`src/rtl/sprite_pkg.sv`:
```
// Shared types and defaults for the bouncing-sprite renderer.
// Also holds the per-axis bounce rule used by the motion block.
package sprite_pkg;

    typedef logic [11:0] rgb_t;

    localparam rgb_t KEY_COLOR = 12'hF0F;
    localparam rgb_t BLACK     = 12'h000;

    localparam int H_ACTIVE_DEF = 640;
    localparam int V_ACTIVE_DEF = 480;

    typedef enum logic {
        DIR_POS = 1'b0,
        DIR_NEG = 1'b1
    } dir_e;

    typedef enum logic {
        RUN  = 1'b0,
        HOLD = 1'b1
    } motion_e;

    typedef struct packed {
        logic [9:0] pos;
        dir_e       dir;
        logic       bounce;
    } axis_t;

    // One motion step on a single axis, clamping at 0 and lim.
    function automatic axis_t axis_step(
        input logic [9:0] pos,
        input dir_e       dir,
        input logic [9:0] step,
        input logic [9:0] lim
    );
        axis_t r;
        r.pos    = pos;
        r.dir    = dir;
        r.bounce = 1'b0;
        if (dir == DIR_POS) begin
            if (({1'b0, pos} + {1'b0, step}) >= {1'b0, lim}) begin
                r.pos    = lim;
                r.dir    = DIR_NEG;
                r.bounce = 1'b1;
            end else begin
                r.pos = pos + step;
            end
        end else begin
            if (pos <= step) begin
                r.pos    = '0;
                r.dir    = DIR_POS;
                r.bounce = 1'b1;
            end else begin
                r.pos = pos - step;
            end
        end
        return r;
    endfunction

endpackage

```
`src/rtl/sprite_bounce_engine_if.sv`:
```
// Scan-in / ROM / pixel-out bundle of the sprite renderer.
// master = timing generator + ROM side, slave = renderer.
interface sprite_bounce_engine_if #(
    parameter int ADDR_W = 14
);
    import sprite_pkg::*;

    logic              valid;
    logic [9:0]        h_cnt;
    logic [9:0]        v_cnt;
    logic              pause;
    rgb_t              bg_color;
    logic [ADDR_W-1:0] rom_addr;
    rgb_t              rom_data;
    rgb_t              vga_data;
    logic [9:0]        spr_x;
    logic [9:0]        spr_y;
    logic              edge_hit;
    logic              corner_hit;
    logic [15:0]       bounce_cnt;

    modport master (
        output valid, h_cnt, v_cnt, pause, bg_color, rom_data,
        input  rom_addr, vga_data, spr_x, spr_y,
        input  edge_hit, corner_hit, bounce_cnt
    );

    modport slave (
        input  valid, h_cnt, v_cnt, pause, bg_color, rom_data,
        output rom_addr, vga_data, spr_x, spr_y,
        output edge_hit, corner_hit, bounce_cnt
    );

endinterface

```
`src/rtl/sprite_motion.sv`:
```
// Frame tick, divider, RUN/HOLD control and bounce logic.
// Position only changes on the blanking tick, so no tearing.
module sprite_motion
    import sprite_pkg::*;
#(
    parameter int H_ACTIVE  = H_ACTIVE_DEF,
    parameter int V_ACTIVE  = V_ACTIVE_DEF,
    parameter int SPR_W     = 100,
    parameter int SPR_H     = 100,
    parameter int STEP      = 1,
    parameter int FRAME_DIV = 2,
    parameter int START_X   = 430,
    parameter int START_Y   = 50
) (
    input  logic        clk,
    input  logic        rst,
    input  logic [9:0]  h_cnt_i,
    input  logic [9:0]  v_cnt_i,
    input  logic        pause_i,
    output logic [9:0]  spr_x_o,
    output logic [9:0]  spr_y_o,
    output logic        edge_hit_o,
    output logic        corner_hit_o,
    output logic [15:0] bounce_cnt_o
);

    localparam logic [9:0] XMAX   = 10'(H_ACTIVE - SPR_W);
    localparam logic [9:0] YMAX   = 10'(V_ACTIVE - SPR_H);
    localparam logic [9:0] STEP_V = 10'(STEP);
    localparam int DIV_W = (FRAME_DIV > 1) ? $clog2(FRAME_DIV) : 1;
    localparam logic [DIV_W-1:0] DIV_LAST = DIV_W'(FRAME_DIV - 1);

    motion_e          state_q;
    logic [DIV_W-1:0] div_q;
    logic [9:0]       x_q;
    logic [9:0]       y_q;
    dir_e             dx_q;
    dir_e             dy_q;
    logic             edge_q;
    logic             corner_q;
    logic [15:0]      cnt_q;

    logic  tick;
    logic  bnc_d;
    axis_t ax_d;
    axis_t ay_d;

    assign tick  = (v_cnt_i == 10'(V_ACTIVE)) && (h_cnt_i == 10'd0);
    assign ax_d  = axis_step(x_q, dx_q, STEP_V, XMAX);
    assign ay_d  = axis_step(y_q, dy_q, STEP_V, YMAX);
    assign bnc_d = ax_d.bounce | ay_d.bounce;

    // RUN/HOLD state, frame divider, position and bounce flags.
    always_ff @(posedge clk) begin
        if (rst) begin
            state_q  <= RUN;
            div_q    <= '0;
            x_q      <= 10'(START_X);
            y_q      <= 10'(START_Y);
            dx_q     <= DIR_POS;
            dy_q     <= DIR_NEG;
            edge_q   <= 1'b0;
            corner_q <= 1'b0;
            cnt_q    <= '0;
        end else begin
            edge_q   <= 1'b0;
            corner_q <= 1'b0;
            unique case (state_q)
                RUN: begin
                    if (pause_i) begin
                        state_q <= HOLD;
                    end else if (tick) begin
                        if (div_q == DIV_LAST) begin
                            div_q    <= '0;
                            x_q      <= ax_d.pos;
                            dx_q     <= ax_d.dir;
                            y_q      <= ay_d.pos;
                            dy_q     <= ay_d.dir;
                            edge_q   <= bnc_d;
                            corner_q <= ax_d.bounce & ay_d.bounce;
                            if (bnc_d && (cnt_q != 16'hFFFF)) begin
                                cnt_q <= cnt_q + 16'd1;
                            end
                        end else begin
                            div_q <= div_q + 1'b1;
                        end
                    end
                end
                HOLD: begin
                    if (!pause_i) begin
                        state_q <= RUN;
                    end
                end
                default: state_q <= RUN;
            endcase
        end
    end

    assign spr_x_o      = x_q;
    assign spr_y_o      = y_q;
    assign edge_hit_o   = edge_q;
    assign corner_hit_o = corner_q;
    assign bounce_cnt_o = cnt_q;

endmodule

```
`src/rtl/sprite_bounce_engine.sv`:
```
// Bouncing-sprite renderer: hit test, ROM addressing and a
// 3-stage pixel pipeline matched to the registered sprite ROM.
module sprite_bounce_engine
    import sprite_pkg::*;
#(
    parameter int   H_ACTIVE    = H_ACTIVE_DEF,
    parameter int   V_ACTIVE    = V_ACTIVE_DEF,
    parameter int   SPR_W       = 100,
    parameter int   SPR_H       = 100,
    parameter int   STEP        = 1,
    parameter int   FRAME_DIV   = 2,
    parameter int   START_X     = 430,
    parameter int   START_Y     = 50,
    parameter bit   TRANSPARENT = 1'b1,
    parameter rgb_t KEY_COLOR   = sprite_pkg::KEY_COLOR,
    parameter int   ADDR_W      = $clog2(SPR_W * SPR_H)
) (
    input logic                   clk,
    input logic                   rst,
    sprite_bounce_engine_if.slave bus
);

    logic [9:0]        spr_x;
    logic [9:0]        spr_y;
    logic              hit;
    logic              keyed;
    logic [31:0]       addr_full;
    logic [ADDR_W-1:0] addr_q;
    logic              val1_q;
    logic              hit1_q;
    logic              val2_q;
    logic              hit2_q;
    rgb_t              vga_q;
    rgb_t              pix_d;

    sprite_motion #(
        .H_ACTIVE  (H_ACTIVE),
        .V_ACTIVE  (V_ACTIVE),
        .SPR_W     (SPR_W),
        .SPR_H     (SPR_H),
        .STEP      (STEP),
        .FRAME_DIV (FRAME_DIV),
        .START_X   (START_X),
        .START_Y   (START_Y)
    ) u_motion (
        .clk          (clk),
        .rst          (rst),
        .h_cnt_i      (bus.h_cnt),
        .v_cnt_i      (bus.v_cnt),
        .pause_i      (bus.pause),
        .spr_x_o      (spr_x),
        .spr_y_o      (spr_y),
        .edge_hit_o   (bus.edge_hit),
        .corner_hit_o (bus.corner_hit),
        .bounce_cnt_o (bus.bounce_cnt)
    );

    assign hit = bus.valid
        && (bus.h_cnt >= spr_x)
        && ({1'b0, bus.h_cnt} <= ({1'b0, spr_x} + 11'(SPR_W - 1)))
        && (bus.v_cnt >= spr_y)
        && ({1'b0, bus.v_cnt} <= ({1'b0, spr_y} + 11'(SPR_H - 1)));

    assign addr_full = 32'(bus.v_cnt - spr_y) * 32'(SPR_W)
                     + 32'(bus.h_cnt - spr_x);

    assign keyed = TRANSPARENT && (bus.rom_data == KEY_COLOR);

    // Final pixel mux; a hit always implies valid, so arms are disjoint.
    always_comb begin
        pix_d = BLACK;
        unique case (1'b1)
            !val2_q:           pix_d = BLACK;
            val2_q && !hit2_q: pix_d = bus.bg_color;
            hit2_q && keyed:   pix_d = bus.bg_color;
            default:           pix_d = bus.rom_data;
        endcase
    end

    // Address stage, flag delay to match ROM latency, pixel register.
    always_ff @(posedge clk) begin
        if (rst) begin
            addr_q <= '0;
            val1_q <= 1'b0;
            hit1_q <= 1'b0;
            val2_q <= 1'b0;
            hit2_q <= 1'b0;
            vga_q  <= BLACK;
        end else begin
            val1_q <= bus.valid;
            hit1_q <= hit;
            if (hit) begin
                addr_q <= ADDR_W'(addr_full);
            end
            val2_q <= val1_q;
            hit2_q <= hit1_q;
            vga_q  <= pix_d;
        end
    end

    assign bus.rom_addr = addr_q;
    assign bus.vga_data = vga_q;
    assign bus.spr_x    = spr_x;
    assign bus.spr_y    = spr_y;

endmodule
```
`src/flat_wrapper.sv`:
```
// flat-port wrapper written by rule: the top's interface ports become plain ports
module sprite_bounce_engine_flat import sprite_pkg::*;
#(
    parameter int   H_ACTIVE    = H_ACTIVE_DEF,
    parameter int   V_ACTIVE    = V_ACTIVE_DEF,
    parameter int   SPR_W       = 100,
    parameter int   SPR_H       = 100,
    parameter int   STEP        = 1,
    parameter int   FRAME_DIV   = 2,
    parameter int   START_X     = 430,
    parameter int   START_Y     = 50,
    parameter bit   TRANSPARENT = 1'b1,
    parameter rgb_t KEY_COLOR   = sprite_pkg::KEY_COLOR,
    parameter int   ADDR_W      = $clog2(SPR_W * SPR_H)
)
  (clk, rst, bus_valid, bus_h_cnt, bus_v_cnt, bus_pause, bus_bg_color, bus_rom_data, bus_rom_addr, bus_vga_data, bus_spr_x, bus_spr_y, bus_edge_hit, bus_corner_hit, bus_bounce_cnt);
  sprite_bounce_engine_if #(.ADDR_W(ADDR_W)) bus_i ();
  input logic clk;
  input logic rst;
  input wire logic [$bits(bus_i.valid)-1:0] bus_valid;
  input wire logic [$bits(bus_i.h_cnt)-1:0] bus_h_cnt;
  input wire logic [$bits(bus_i.v_cnt)-1:0] bus_v_cnt;
  input wire logic [$bits(bus_i.pause)-1:0] bus_pause;
  input wire logic [$bits(bus_i.bg_color)-1:0] bus_bg_color;
  input wire logic [$bits(bus_i.rom_data)-1:0] bus_rom_data;
  output wire logic [$bits(bus_i.rom_addr)-1:0] bus_rom_addr;
  output wire logic [$bits(bus_i.vga_data)-1:0] bus_vga_data;
  output wire logic [$bits(bus_i.spr_x)-1:0] bus_spr_x;
  output wire logic [$bits(bus_i.spr_y)-1:0] bus_spr_y;
  output wire logic [$bits(bus_i.edge_hit)-1:0] bus_edge_hit;
  output wire logic [$bits(bus_i.corner_hit)-1:0] bus_corner_hit;
  output wire logic [$bits(bus_i.bounce_cnt)-1:0] bus_bounce_cnt;
  assign bus_i.valid = bus_valid;
  assign bus_i.h_cnt = bus_h_cnt;
  assign bus_i.v_cnt = bus_v_cnt;
  assign bus_i.pause = bus_pause;
  assign bus_i.bg_color = bus_bg_color;
  assign bus_i.rom_data = bus_rom_data;
  assign bus_rom_addr = bus_i.rom_addr;
  assign bus_vga_data = bus_i.vga_data;
  assign bus_spr_x = bus_i.spr_x;
  assign bus_spr_y = bus_i.spr_y;
  assign bus_edge_hit = bus_i.edge_hit;
  assign bus_corner_hit = bus_i.corner_hit;
  assign bus_bounce_cnt = bus_i.bounce_cnt;
  sprite_bounce_engine #(.H_ACTIVE(H_ACTIVE), .V_ACTIVE(V_ACTIVE), .SPR_W(SPR_W), .SPR_H(SPR_H), .STEP(STEP), .FRAME_DIV(FRAME_DIV), .START_X(START_X), .START_Y(START_Y), .TRANSPARENT(TRANSPARENT), .KEY_COLOR(KEY_COLOR), .ADDR_W(ADDR_W)) u_core (.clk(clk), .rst(rst), .bus(bus_i));
endmodule
```
`config.mk`:
```
export PLATFORM = sky130hd
export DESIGN_NAME = sprite_bounce_engine_flat
export DESIGN_NICKNAME = d
export VERILOG_FILES = /design/src/rtl/sprite_pkg.sv /design/src/rtl/sprite_bounce_engine_if.sv /design/src/rtl/sprite_motion.sv /design/src/rtl/sprite_bounce_engine.sv /design/src/flat_wrapper.sv
export SDC_FILE = /design/constraint.sdc
export NUM_CORES = 1
export LEC_CHECK = 0
export CORE_MARGIN = 1.5
export CORE_UTILIZATION = 35
export DETAILED_ROUTE_END_ITERATION = 10
export DONT_BUFFER_PORTS = 1
export MAX_ROUTING_LAYER = met4
export PLACE_DENSITY = 0.58
export SYNTH_ARGS = -nofsm -noshare
export SYNTH_HDL_FRONTEND = slang
export SYNTH_SLANG_ARGS = --single-unit
```
`constraint.sdc`:
```
create_clock -name clk -period 11.7 [get_ports clk]
set_clock_uncertainty 0.05 [all_clocks]
set_input_delay 1.755 -clock clk [delete_from_list [all_inputs] [get_ports clk]]
set_output_delay 1.755 -clock clk [all_outputs]
set_load 0.01 [all_outputs]
```
* Word-level counts from Yosys, hierarchy flattened
Index checks and enable logic that the tools add are counted.
** Word-level totals
- Bits in registers :: 72
- Input port bits :: 48
- Output and inout bits :: 64
** Operators by class
- Add/sub/neg operators :: 13
- $mul :: 1
- Order comparisons :: 8
- Equal/unequal tests :: 3
- Mux-type cells :: 13
- Bitwise operators :: 6
- Reduce and logical (&&, ||, !) cells :: 16
** Operators with widths (number)
- two-way mux 10 bit :: 4
- multiplier 32 x 5 -> 12 bit (second input constant) :: 1
- two-way mux 12 bit :: 2
- case mux 12 bit (2 select lines) :: 1
- adder 10 x 1 -> 11 bit (second input constant) :: 2
- adder 10 x 7 -> 11 bit (second input constant) :: 2
- <= comparator 10 x 11 -> 1 bit :: 2
- subtractor 10 x 10 -> 11 bit :: 2
- adder 10 x 1 -> 10 bit (second input constant) :: 2
- >= comparator 10 bit :: 2
- <= comparator 10 x 1 -> 1 bit (second input constant) :: 2
- subtractor 10 x 1 -> 10 bit (second input constant) :: 2
- adder 16 x 1 -> 16 bit (second input constant) :: 1
- != test 16 bit (second input constant) :: 1
- adder 14 bit :: 1
- equality test 12 bit (second input constant) :: 1
- >= comparator 11 x 10 -> 1 bit (second input constant) :: 1
- >= comparator 11 x 9 -> 1 bit (second input constant) :: 1
- equality test 10 x 9 -> 1 bit (second input constant) :: 1
- zero test 10 bit :: 1
- logical AND 1 bit :: 8
- two-way mux 2 bit :: 4
- AND reduction 5 bit :: 1
- OR reduction 5 bit :: 1
- 9 further kinds :: 14

* Logic depth before layout (Yosys ltp)
- Word-level depth :: 7
- Gate-level depth with buffers :: 25
- Gate-level depth less buffers :: 24

* By module
From an unflattened synthesis, not the netlist that was laid out.
** Unflattened totals
- Cell total of the unflattened synthesis :: 869
- Area, all modules :: 6876.6 µm²
** Modules (own cells, without submodules)
- sprite_bounce_engine :: times used 1, cells an instance 465, area an instance 3876.2 µm²
- sprite_motion :: times used 1, cells an instance 404, area an instance 3000.4 µm²

* Least setup slack after synthesis
No wires, ideal clock.
- Kind :: input-to-reg
- Start point :: input port bus_v_cnt[0]
- End point :: register u_core.addr_q[13], in the netlist u_core.bus.rom_addr[13]
- Arrival time :: 6.204 ns
- Required time :: 11.564 ns
- Slack :: 5.360 ns
- Cell stages on the path :: 21
- Path buffers :: 0
- Cells stage by stage :: inv_1 > ha_1 > fa_1 > nand2b_1 > a21oi_1 > xor2_1 > ha_1 > ha_1 > inv_1 > fa_1 > inv_1 > ha_1 > xnor2_1 > ha_1 > a21o_1 > a21oi_1 > o21ai_0 > a21o_1 > a21oi_1 > xor3_1 > a211oi_1
** On the way
- Longest elaborated chain between the ends :: 3
- Elaborated cells between the ends (all ways) :: 7
- Those cells by class :: add/sub: 2; mul: 1; order compare: 2; reduce/logical: 2
** RTL lines
- from (decl) :: RTL line flat_wrapper.sv:22 : input wire logic [$bits(bus_i.v_cnt)-1:0] bus_v_cnt;
- subtractor 10 x 10 -> 11 bit or >= comparator 10 bit (tied branches) :: RTL line sprite_bounce_engine.sv:64, sprite_bounce_engine.sv:61
- multiplier 32 x 5 -> 12 bit or logical AND 1 bit (tied branches) :: RTL line sprite_bounce_engine.sv:64, sprite_bounce_engine.sv:61
- adder 14 bit or logical AND 1 bit (tied branches) :: RTL line sprite_bounce_engine.sv:65, sprite_bounce_engine.sv:62
- to (signal assigned) :: RTL line sprite_bounce_engine.sv:93 : addr_q <= ADDR_W'(addr_full);
- to (decl) :: RTL line sprite_bounce_engine.sv:28 : logic [ADDR_W-1:0] addr_q;
Several ways; a longest one is shown, not always the timed one.
A chain may end at the register's enable or synchronous reset.

* Final worst setup path
Same ends and word-level chain as after synthesis.

==> tab_implementation.tex <==
\begin{tabular}{lr}
\hline
Metric & Value \\
\hline
\multicolumn{2}{l}{\textbf{STA}} \\
Achievable clock frequency & 157 MHz \\
Final period util & 54.4\% \\
Max-slew violations & 0 \\
Minimum period implied by the final worst setup slack & 6.37 ns \\
Summed negative setup slack over all endpoints & 0 ns \\
Hold Worst Slack & just under 0.4 ns \\
Number of hold violations in the final report & 0 \\
Crit path setup slack, layout & 5.33 ns \\
Relative slew slack & between 15 and 20\% \\
Final setup viols & 0 \\
Slew @ Worst Pin & roughly 1.2 ns \\
Setup repair after global routing missed its margin & no \\
\multicolumn{2}{l}{\textbf{Synth}} \\
Summed instance area of the synthesized netlist & 6720 um\^{}2 \\
Number of nets in the synthesized netlist & 999 \\
Main combinational cell family by area after synthesis & simple AND/OR/NAND/NOR gates \\
Area share of xor/xnor cells in the synthesized design & 8.38\% \\
Count of unique library cells instantiated by Yosys & 76 \\
Syn. warnings & 0 \\
Synth Area in Adders & 17.8\% \\
Share of cell area taken by muxes after synthesis & 3.13\% \\
Flop and latch count out of synthesis & 72 \\
Post-Syn Instances & 861 \\
Share of the yosys chip area belonging to registers & 21.4\% \\
Synthesized-area fraction occupied by and/or/nand/nor cells & 23.5\% \\
Proportion of synthesized flip-flops having asynchronous set or reset & 0\% \\
Synthesized-area fraction occupied by ao, oa, aoi and oai cells & between 15 and 20\% \\
Primary FF master, synth & sky130\_fd\_sc\_hd\_\_dfxtp\_1 \\
Number of enable-type register cells in the synthesized netlist & 0 \\
Mean cell area of the mapped netlist & $\sim$7.8 um\^{}2 \\
\multicolumn{2}{l}{\textbf{Finish}} \\
Area growth, synth to finish & 6.83\% \\
\# nets final & $\sim$970 \\
Fraction of layout cells with a size suffix above 1 & between 3 and 4\% \\
Ant diodes & 0 \\
FILL cells & 1945 \\
\multicolumn{2}{l}{\textbf{Floorplanning}} \\
Y dimension of the die & 142 um \\
Core region area & around 19000 um\^{}2 \\
Number of rows in the core area & 50 \\
Initial Utilization & between 30\% and 40\% \\
Number of primary I/O pins & $\sim$110 \\
Die Area & 20000 um\^{}2 \\
Die width & roughly 140 um \\
\multicolumn{2}{l}{\textbf{Worst setup path}} \\
Worst path most repeated cell & sky130\_fd\_sc\_hd\_\_ha\_1 \\
Startpoint Class & primary input \\
Worst Reg-to-Reg Cells & 19 \\
Arrival time worst endpoint & 6.58 ns \\
Crit. End Element & flip-flop \\
Critical R2R Capture & u\_core.bus.rom\_addr[13] \\
Critical Path Slowest Stage Cell & sky130\_fd\_sc\_hd\_\_fa\_1 \\
Largest fanout on the critical path & 4 \\
CP required & 11.91 ns \\
Worst-path cell chain & inv\_1, ha\_1, fa\_1, nand2b\_1, a21oi\_1, xor2\_1, ha\_1, ha\_1, inv\_1, fa\_1, inv\_1, ha\_1, xnor2\_1, ha\_1, a21o\_1, a21oi\_1, o21ai\_0, a21o\_1, a21oi\_1, xor3\_1, a211oi\_1 \\
Classification of the worst setup path & in2reg \\
Startpoint of the worst-slack reg-to-reg timing path & u\_core.u\_motion.spr\_y\_o[2] \\
Setup slack of the worst register-to-register path & slightly below 6 ns \\
Peak per-stage delay on the critical path & a little over 0.5 ns \\
\multicolumn{2}{l}{\textbf{Drt}} \\
Length of the first detailed-routing pass in iterations & 5 \\
Via count & 6076 \\
Total routed wirelength & 18.5 mm \\
Via density per instance & 5.66 \\
WL per Instance & $\sim$17 um \\
Number of nets still failing antenna checks after routing & 0 \\
Remaining routing DRC violations & 0 \\
Detailed router's first-iteration violation count & 395 \\
\multicolumn{2}{l}{\textbf{Place}} \\
Final GP Congestion & 0.947 \\
Count of buffers from port buffering & 0 \\
HPWL Detailed & 14.3 mm \\
Worst slack at placement & 5.05 ns \\
\multicolumn{2}{l}{\textbf{GRT}} \\
Total GRT Usage & about a fifth \\
Overflow after GRT & 0 \\
Number of antenna violations at the first check in global routing & 0 \\
Largest net degree at the start of global routing & between 80 and 90 \\
Via count of the first global-routing pass & roughly 5600 \\
First-pass GRT wire length & 29.5 mm \\
\multicolumn{2}{l}{\textbf{Min path}} \\
Hold Path Cell Cnt & 1 \\
Hold wc startpoint & u\_core.val1\_q \\
Hold worst-path end & u\_core.val2\_q \\
Worst hold path type & reg2reg \\
\multicolumn{2}{l}{\textbf{Clock network}} \\
Post-CTS clock slew at the launch and capture registers of the worst setup and hold paths & 0.06 ns \\
Post-CTS setup buffer count & 0 \\
Longest Clk Path Bufs & 2 \\
Clk Latency, worst-skew pair & around 0.35 ns \\
Root Buffer & sky130\_fd\_sc\_hd\_\_clkbuf\_16 \\
H-tree depth & 3 \\
Count of instances resized after the clock tree is built & 0 \\
Clock net sink count & 72 \\
TritonCTS clock tree & yes \\
Inserted Clock Buffers & 9 \\
Hold buffer count at CTS & 0 \\
\multicolumn{2}{l}{\textbf{Power and ir drop}} \\
Leakage power summed over all cells & 0.00294 uW \\
IR Drop Worst-Case VDD & 84.9 uV \\
P per Cell Area & between 100 and 150 nW/um\^{}2 \\
\multicolumn{2}{l}{\textbf{Outcome}} \\
Result of the run & finished, final reports clean \\
\multicolumn{2}{l}{\textbf{Run}} \\
Number of maximum-capacitance violations & 0 \\
\hline
\end{tabular}
==> cell usage in the layout (no fill, tap or decap), types with 4 or more instances in the layout <==
| cell | count |
|---|---|
| sky130_fd_sc_hd__nor2_1 | 79 |
| sky130_fd_sc_hd__dfxtp_1 | 72 |
| sky130_fd_sc_hd__nor3_1 | 34 |
| sky130_fd_sc_hd__o21ai_1 | 6 |
| sky130_fd_sc_hd__nand4_1 | 11 |
| sky130_fd_sc_hd__nand2_1 | 52 |
| sky130_fd_sc_hd__a21o_1 | 12 |
| sky130_fd_sc_hd__o31ai_1 | 5 |
| sky130_fd_sc_hd__ha_1 | 81 |
| sky130_fd_sc_hd__mux2i_1 | 12 |
| sky130_fd_sc_hd__a22oi_1 | 4 |
| sky130_fd_sc_hd__a221oi_1 | 5 |
| sky130_fd_sc_hd__inv_1 | 60 |
| sky130_fd_sc_hd__xnor2_1 | 48 |
| sky130_fd_sc_hd__nand3_1 | 38 |
| sky130_fd_sc_hd__xor2_1 | 11 |
| sky130_fd_sc_hd__nor2b_1 | 22 |
| sky130_fd_sc_hd__a31oi_1 | 6 |
| sky130_fd_sc_hd__or4_1 | 5 |
| sky130_fd_sc_hd__nor4_1 | 12 |
| sky130_fd_sc_hd__a211oi_1 | 11 |
| sky130_fd_sc_hd__a211o_1 | 5 |
| sky130_fd_sc_hd__mux2_1 | 8 |
| sky130_fd_sc_hd__a21oi_1 | 69 |
| sky130_fd_sc_hd__fa_1 | 9 |
| sky130_fd_sc_hd__or3_1 | 8 |
| sky130_fd_sc_hd__clkbuf_16 | 9 |
| sky130_fd_sc_hd__and3_1 | 7 |
| sky130_fd_sc_hd__o21ai_0 | 36 |
| sky130_fd_sc_hd__nand2b_1 | 20 |
==> final cells by class <==
cell class	count	area, um^2	area share, %
timing repair buffer	2	15.0	0.209
sequential	72	1440	20.1
multi-input combinational	685	4860	67.8
clock buffer	11	243	3.38
inverter	65	245	3.42
clock inverter	4	77.6	1.08
tap	234	293	4.08
==> Yosys cell counts, types with 20 or more instances <==
library cell               count  area share [%]
sky130_fd_sc_hd__dfxtp_1      72              21
sky130_fd_sc_hd__nor2_1       79             4.4
sky130_fd_sc_hd__xnor2_1      48             6.3
sky130_fd_sc_hd__nand2b_1     20             1.9
sky130_fd_sc_hd__ha_1         81              15
sky130_fd_sc_hd__nand3_1      38             2.8
sky130_fd_sc_hd__a21oi_1      69             5.1
sky130_fd_sc_hd__inv_1        60             3.4
sky130_fd_sc_hd__nand2_1      52             2.9
sky130_fd_sc_hd__o21ai_0      36             2.7
sky130_fd_sc_hd__nor3_1       34             2.5
sky130_fd_sc_hd__clkbuf_1     26             1.5
sky130_fd_sc_hd__nor2b_1      22             2.0
==> layer usage <==
| metal | vias up | share of wire [%] | track usage, % |
|---|---|---|---|
| li1 | 3045 | - | - |
| met1 | 2833 | 48 | 25.5 |
| met2 | 182 | 45 | 29.2 |
| met3 | 16 | 6.3 | 4.29 |
| met4 | 0 | 0.92 | 4.88 |
| met5 | - | 0 | - |
==> cells by family (layout without fill, tap and decap cells) <==
logic type,count (synthesis),count (layout)
adders and majority gates,90,90
buffers and inverters,104,82
AOI/OAI and AO/OA,203,203
and+or+nand+nor,311,311
muxes,20,20
DFF,72,72
xor gates and xnor gates,61,61
==> where the power goes <==
part,total [uW],switching (uW),internal (uW)
logic,399,209,189
registers,255,4.86,250
clock network,312,119,193
==> registers in the layout, summed over array words and instances (netlist names) <==
name and flops:
u_core.u_motion.spr_y_o 10, u_core.u_motion.div_q 1, u_core.u_motion.edge_hit_o 1, u_core.bus.rom_addr 14
u_core.val2_q 1, u_core.u_motion.spr_x_o 10, u_core.bus.vga_data 12, u_core.u_motion.dy_q 1
u_core.u_motion.dx_q 1, u_core.u_motion.corner_hit_o 1, u_core.u_motion.bounce_cnt_o 16, u_core.hit2_q 1
u_core.hit1_q 1, u_core.val1_q 1, u_core.u_motion.state_q 1
==> critical path: cells and delay by family <==
kind | cells | cell delay [ns]
AOI/OAI and AO/OA | 7 | 1.40
adders and majority gates | 7 | 2.35
xor gates and xnor gates | 3 | 0.80
and+or+nand+nor | 1 | 0.16
buffers and inverters | 3 | 0.12
==> metrics by stage <==
step	util, %	area (um^2)	power, uW	instances
2_1_floorplan	-	6720	592	861
3_3_place_gp	36.5	6860	655	1058
3_5_place_dp	36.5	6860	653	1058
4_1_cts	38.3	7180	973	1073
5_1_grt	38.3	7180	1040	1073
6_report	38.3	7180	965	1073
==> worst max path at each step <==
| stage | from | endpoint | slack [ns] | cells past startpoint |
|---|---|---|---|---|
| after floorplan | bus_v_cnt[0] | u_core.bus.rom_addr[13] | 5.36 | 21 |
| after global placement | bus_v_cnt[0] | u_core.bus.rom_addr[13] | 5.12 | 21 |
| after detailed placement | bus_v_cnt[0] | u_core.bus.rom_addr[13] | 5.05 | 21 |
| after CTS | bus_v_cnt[0] | u_core.bus.rom_addr[13] | 5.37 | 21 |
| after global routing | bus_v_cnt[0] | u_core.bus.rom_addr[13] | 4.98 | 21 |
| final | bus_v_cnt[0] | u_core.bus.rom_addr[13] | 5.33 | 21 |
No activity file was read; power rests on OpenSTA's default activity.
